[config.mk]
export PLATFORM = sky130hd
export DESIGN_NAME = s_ctrl_m
export DESIGN_NICKNAME = d
export VERILOG_FILES = /design/src/rtl/s_ctrl_m.sv
export SDC_FILE = /design/constraint.sdc
export NUM_CORES = 1
export LEC_CHECK = 0
export CAP_MARGIN = 5
export CELL_PAD_IN_SITES_DETAIL_PLACEMENT = 1
export CELL_PAD_IN_SITES_GLOBAL_PLACEMENT = 1
export CORE_MARGIN = 2
export CORE_UTILIZATION = 33
export CTS_CLUSTER_SIZE = 10
export DETAILED_ROUTE_END_ITERATION = 10
export PLACE_DENSITY = 0.9
export SLEW_MARGIN = 15
export SYNTH_ARGS = -nofsm -noshare
export SYNTH_HDL_FRONTEND = slang
export SYNTH_SLANG_ARGS = --single-unit
[constraint.sdc]
create_clock -name clk -period 2.63 [get_ports clk]
set_input_delay 0.526 -clock clk [delete_from_list [all_inputs] [get_ports clk]]
set_output_delay 0.526 -clock clk [all_outputs]
set_load 0.03 [all_outputs]
[src/rtl/s_ctrl_m.sv]
// Single-cycle MIPS-style main control decoder with registered outputs.
// Opcode/function/zero are decoded combinationally and captured every rising clk edge.
module s_ctrl_m (
  input  logic       clk,
  input  logic       rst,
  input  logic [5:0] OPcode,
  input  logic [5:0] Fun,
  input  logic       MIO_ready,
  input  logic       zero,
  output logic       RegDst,
  output logic       ALUSrc_B,
  output logic [1:0] DatatoReg,
  output logic       Jal,
  output logic [1:0] Branch,
  output logic       RegWrite,
  output logic       mem_w,
  output logic [2:0] ALU_Control,
  output logic       CPU_MIO
);

  localparam logic [2:0] AluAnd = 3'b000;
  localparam logic [2:0] AluOr  = 3'b001;
  localparam logic [2:0] AluAdd = 3'b010;
  localparam logic [2:0] AluXor = 3'b011;
  localparam logic [2:0] AluNor = 3'b100;
  localparam logic [2:0] AluSrl = 3'b101;
  localparam logic [2:0] AluSub = 3'b110;
  localparam logic [2:0] AluSlt = 3'b111;

  logic       regDst_d, regDst_q;
  logic       aluSrcB_d, aluSrcB_q;
  logic [1:0] datatoReg_d, datatoReg_q;
  logic       jal_d, jal_q;
  logic [1:0] branch_d, branch_q;
  logic       regWrite_d, regWrite_q;
  logic       memW_d, memW_q;
  logic [2:0] aluCtrl_d, aluCtrl_q;
  logic       cpuMio_d, cpuMio_q;

  // MIO_ready is intentionally unused: this controller never stalls.
  logic unusedReady;
  assign unusedReady = MIO_ready;

  always_comb begin
    regDst_d    = 1'b0;
    aluSrcB_d   = 1'b0;
    datatoReg_d = 2'b00;
    jal_d       = 1'b0;
    branch_d    = 2'b00;
    regWrite_d  = 1'b0;
    memW_d      = 1'b0;
    aluCtrl_d   = AluAdd;
    cpuMio_d    = 1'b0;

    case (OPcode)
      6'b000000: begin
        regDst_d   = 1'b1;
        regWrite_d = 1'b1;
        case (Fun)
          6'b100000: aluCtrl_d = AluAdd;
          6'b100010: aluCtrl_d = AluSub;
          6'b100100: aluCtrl_d = AluAnd;
          6'b100101: aluCtrl_d = AluOr;
          6'b101010: aluCtrl_d = AluSlt;
          6'b100111: aluCtrl_d = AluNor;
          6'b000010: aluCtrl_d = AluSrl;
          6'b100110,
          6'b010110: aluCtrl_d = AluXor;
          6'b001000: begin
            branch_d   = 2'b11;
            regWrite_d = 1'b0;
            regDst_d   = 1'b0;
          end
          // Unknown function codes become a no-op rather than a stray write.
          default: begin
            regWrite_d = 1'b0;
            regDst_d   = 1'b0;
          end
        endcase
      end
      6'b100011: begin
        aluSrcB_d   = 1'b1;
        datatoReg_d = 2'b01;
        regWrite_d  = 1'b1;
        cpuMio_d    = 1'b1;
      end
      6'b101011: begin
        aluSrcB_d = 1'b1;
        memW_d    = 1'b1;
        cpuMio_d  = 1'b1;
      end
      6'b000100: begin
        aluCtrl_d = AluSub;
        branch_d  = zero ? 2'b01 : 2'b00;
      end
      6'b000101: begin
        aluCtrl_d = AluSub;
        branch_d  = zero ? 2'b00 : 2'b01;
      end
      6'b000010: branch_d = 2'b10;
      6'b000011: begin
        branch_d    = 2'b10;
        jal_d       = 1'b1;
        regWrite_d  = 1'b1;
        datatoReg_d = 2'b10;
      end
      6'b001000, 6'b001010, 6'b001100, 6'b001101, 6'b001110: begin
        aluSrcB_d  = 1'b1;
        regWrite_d = 1'b1;
        case (OPcode[2:0])
          3'b010:  aluCtrl_d = AluSlt;
          3'b100:  aluCtrl_d = AluAnd;
          3'b101:  aluCtrl_d = AluOr;
          3'b110:  aluCtrl_d = AluXor;
          default: aluCtrl_d = AluAdd;
        endcase
      end
      6'b001111: begin
        aluSrcB_d   = 1'b1;
        regWrite_d  = 1'b1;
        datatoReg_d = 2'b11;
      end
      default: ;
    endcase
  end

  // Reset clears everything, including ALU_Control, which differs from the decode default.
  always_ff @(posedge clk) begin
    if (rst) begin
      regDst_q    <= 1'b0;
      aluSrcB_q   <= 1'b0;
      datatoReg_q <= 2'b00;
      jal_q       <= 1'b0;
      branch_q    <= 2'b00;
      regWrite_q  <= 1'b0;
      memW_q      <= 1'b0;
      aluCtrl_q   <= 3'b000;
      cpuMio_q    <= 1'b0;
    end else begin
      regDst_q    <= regDst_d;
      aluSrcB_q   <= aluSrcB_d;
      datatoReg_q <= datatoReg_d;
      jal_q       <= jal_d;
      branch_q    <= branch_d;
      regWrite_q  <= regWrite_d;
      memW_q      <= memW_d;
      aluCtrl_q   <= aluCtrl_d;
      cpuMio_q    <= cpuMio_d;
    end
  end

  assign RegDst      = regDst_q;
  assign ALUSrc_B    = aluSrcB_q;
  assign DatatoReg   = datatoReg_q;
  assign Jal         = jal_q;
  assign Branch      = branch_q;
  assign RegWrite    = regWrite_q;
  assign mem_w       = memW_q;
  assign ALU_Control = aluCtrl_q;
  assign CPU_MIO     = cpuMio_q;

endmodule

Word-level counts from Yosys, hierarchy flattened
Cells that the tools add are included.

storage, ports and cells
  register bits = 13
  input bits = 16
  output and inout port bits = 13
  logic and storage cells = 60

operators by class
  eq/ne operators = 26
  mux-type cells = 14
  bitwise logic cells = 1
  reductions and logical operators = 10

operators with widths
  operator            number
  $eq 6x6->1 const B  9
  $eq 6x4->1 const B  7
  $pmux 3 s7          1
  $eq 6x2->1 const B  3
  $reduce_or 8->1     2
  $eq 6x3->1 const B  2
  $pmux 3 s4          1
  $reduce_or 2->1     5
  $eq 3x3->1 const B  3
  $pmux 3 s3          1
  $reduce_or 9->1     1
  $pmux 2 s4          1
  $mux 1              7
  $eq 6x5->1 const B  1
  $logic_not 6->1     1
  $pmux 2 s3          1
  $reduce_or 5->1     1
  $eq 3x2->1 const B  1
  $mux 2              1
  $pmux 1 s2          1
  $not 1->1           1

Logic depth before layout (Yosys ltp)
  depth in word-level cells = 4
  depth in mapped cells = 5
  mapped depth without buffers = 4

Worst setup path after synthesis
Ideal clock, no wire load.

  kind = input -> register
  from = input port OPcode[3]
  to = register regWrite_q, in the netlist RegWrite
  library setup time = 79 ps
  data arrival time = 1,270 ps
  data required time = 2,551 ps
  setup slack = 1,281 ps
  cell stages on the path = 5
  path buffers = 1
  path through = buf_4 > or2_4 > nor3_4 > nand3_1 > o221ai_2

on the way
  word-level cells in the longest chain between the ends = 3
  elaborated cells on any way between the ends = 11
  classes of those cells = eq/ne (8); mux (1); reduce/logical (2)

RTL lines
  item                                      RTL line  RTL
  from (decl)                               6         input logic [5:0] OPcode,
  $eq 6x4->1, or another cell as far along  55        case (OPcode)
  $reduce_or 8->1 (no source line)          n/a
  $pmux 1 s2 *                              55
  to (signal assigned)                      145       regWrite_q <= regWrite_d;
  to (decl)                                 35        logic regWrite_d, regWrite_q;

Every way passes the cells marked *; elsewhere a longest branch is shown, timed or not.
A chain may end at the register's enable or synchronous reset.

Worst setup path after layout
  from = register aluCtrl_q[0], in the netlist ALU_Control[0]
  to = output port ALU_Control[0]

RTL lines
  item                    RTL line  RTL
  from (decl)             37        logic [2:0] aluCtrl_d, aluCtrl_q;
  from (signal assigned)  147       aluCtrl_q <= aluCtrl_d;
  to (decl)               17        output logic [2:0] ALU_Control,

No word-level cell between the ends.

==> reports/results.md <==
• **outcome** finished, final reports clean
• **All-Layer GR Usage** 16.09%
• **number of instances in the synthesized netlist** 85
• **post-cts gate resize count** 0
• **Pleak** 0.3916 nW
• **category of the most critical setup path** reg -> out
• **quantity of hold-fixing buffers added after cts** 0
• **Worst path slowest cell** clkdlybuf4s50_1
• **final worst-path setup slack** 0.8310 ns
• **detail-routed via count per cell** 5.209
• **fraction of final layout cells sized beyond drive strength 1** 12.61%
• **Cell Int Power** 0.3007 mW
• **P_sw** 0.1248 mW
• **placed standard-cell area** 1021 um2
• **Vert. Die Dim** 51.90 um
• **# port buffers** 27
• **Clock Power Share** 31.1%
• **part of the power in registers** 47.2%
• **core footprint** 2191 um2
• **Final Instance Count excl. Fillers** 139
• **number of flops mapped to enable cells by yosys** 0
• **highest achievable clock rate** 555.9 MHz
• **Hold Startpoint** OPcode[4]
• **shortest clock period the worst path allows after layout** 1.799 ns
• **Hold/Removal Path Class** in -> reg
• **worst path bufs/invs** 1
• **max capacitance violation total** 0
• **Pwr per Cell Area** 405.8 nW/um2
• **kind of launch point of the worst setup path** register
• **net switching fraction of the power** 29.33%
• **P&R area growth vs syn** 38.51%
• **TritonCTS buffer count** 3
• **number of placed instances, taps included** 135
• **Yosys warning total** 0
• **final hold slack** 0.9092 ns
• **overall power** 0.4255 mW
• **largest net degree at the start of global routing** 11
• **final hold vios** 0
• **kind of cell adding the most delay to the critical path** buffers and inverters
• **count of distinct cell types in the synthesized netlist** 39
• **Post-CTS Setup Repair Bufs** 0
• **Layout Cell Area excl Fill** 1049 um2
• **Clock Sink Count** 13
• **combinational group share of total power** 21.7%
• **clock transition at the registers of the reported paths** 0.09 ns
• **Die X-Extent** 51.90 um
• **syn nets** 101
• **Total Negative Setup Slacks** 0 ns
• **fraction of post-synthesis cell area in the top cell type by area** 34.38%
• **type of destination of the critical path** output port
• **Max VDD drop** 155.0 uV
• **overall overflow remaining after global route** 0
• **RSZ-0062 raised after global routing** false
• **average footprint of a synthesized cell** 8.906 um2
• **wire length of the first global-routing pass** 3201 um
• **Levels on crit path** 1
• **number of vias in the routed layout** 724
• **headroom to the max-slew limit** 73.69%
• **measured slew at the worst slew-check pin** 0.3925 ns
• **starting density of the core** 34.55%
• **maximum number of buffers from clock root to sink** 2
• **standard-cell rows** 17
• **list of cells traversed by the critical path** clkdlybuf4s50_1
• **Synth async-reset ratio** 0%
• **data required time of the critical path** 2.10 ns
• **average routed wire per standard cell** 13.31 um
• **cell types with the largest area share after synthesis** dfxtp_1 (34%), nor2_1 (5.5%), nand2b_1 (4.1%)
• **Crit path arrival time** 1.27 ns
• **Detailed Route WL** 1850 um
• **launching element of the worst setup path** ALU_Control[0]$_SDFF_PP0_
• **placed wire-length estimate** 1425 um
• **core utilization of the finished layout** 47.86%
• **number of global-route vias before repair** 683
• **CTS tree** yes
• **number of design-rule violations left by the first detailed-router iteration** 6
• **CP max stage delay** 0.67 ns
• **area leader, netlist** dfxtp_1
• **final-report max-slew violation count** 0
• **remaining antenna violation count after routing** 0
• **routability cong.** 0.7573
• **fin crit share** 68.40%
• **depth of the CTS H-tree** 1
• **CP max FO** 1
• **synthesized flop and latch total** 13
• **Cell Area, Synth** 757.0 um2
• **I/O pin count** 29
• **Die Outline Area** 2693 um2
• **count of TritonRoute iterations in the first routing pass** 4
• **dominant synthesized flop cell** dfxtp_1
• **proportion of synthesized chip area in sequential cells** 34.38%
• **dpl ws** 0.6459 ns
• **NumNets Final** 128
• **# setup viols final** 0
• **clock tree root driver cell** clkbuf_4
• **number of antenna violations at the first check in global routing** 0
• **instance count along the most critical hold path** 2
• **post-detailed-route DRC marker count** 0
• **diode insertion count for antenna repair** 0
## path summary, 6_finish.rpt
| path | end |
|---|---|
| setup / recovery | ALU_Control[0] |
| hold / removal | CPU_MIO$_SDFF_PP0_ |
## logic make-up after synthesis
kind of cell    synth area share (%)
compound gates                 18.51
xor+xnor                       2.314
buf+inv                        5.950
flops                          34.38
mux                            1.322
simple gates                   37.52
## final cells by class
| type | count | area, um2 |
|---|---|---|
| timing repair buffer | 27 | 270.3 |
| clock inverter | 1 | 5.005 |
| tap | 28 | 35.03 |
| fill | 272 | 1142 |
| multi-input combinational | 66 | 451.7 |
| sequential | 13 | 260.3 |
| clock buffer | 3 | 22.52 |
| inverter | 1 | 3.754 |
## registers in the layout, summed over array words and instances (netlist names)
signal	cells
ALU_Control	3
Branch	2
DatatoReg	2
ALUSrc_B	1
CPU_MIO	1
Jal	1
RegDst	1
RegWrite	1
mem_w	1
## layout by cell type, fill, tap and decap left out, types with 2 or more instances in the layout
cell / n
o21ai_0: 3
nor2_1: 11
nor3_2: 3
a21oi_1: 4
clkbuf_4: 3
nor2b_1: 2
nand3_1: 4
xnor2_1: 2
and2_1: 2
clkdlybuf4s50_1: 27
nand2b_1: 5
dfxtp_1: 13
and2b_2: 2
nand2_1: 3
nor3_1: 2
## Yosys cell counts (all sizes together), types with 2 or more instances
master / count
buf: 5
nor2: 11
and2b: 2
nand2b: 5
nand3: 4
nand2: 3
nor2b: 3
dfxtp: 13
and2: 2
nor3: 6
a21oi: 4
o21ai: 3
xnor2: 2
## routing by layer
layer,GRT usage (%),vias to the layer above,share of wire [%]
met1,21.39,345,45
met2,25.95,18,49
li1,-,358,-
met5,0,-,0
met4,3.947,0,0.92
met3,4.023,3,4.8
## power by group through the flow
stage	sequential [mW]	clock (mW)	combinational (mW)
after floorplan	0.212	0	0.0483
after CTS	0.201	0.133	0.0928
final	0.201	0.132	0.0924
after global placement	0.205	0	0.0902
after detailed placement	0.205	0	0.0920
after global routing	0.201	0.145	0.102
Note: power is estimated with default switching activity, not from simulation.
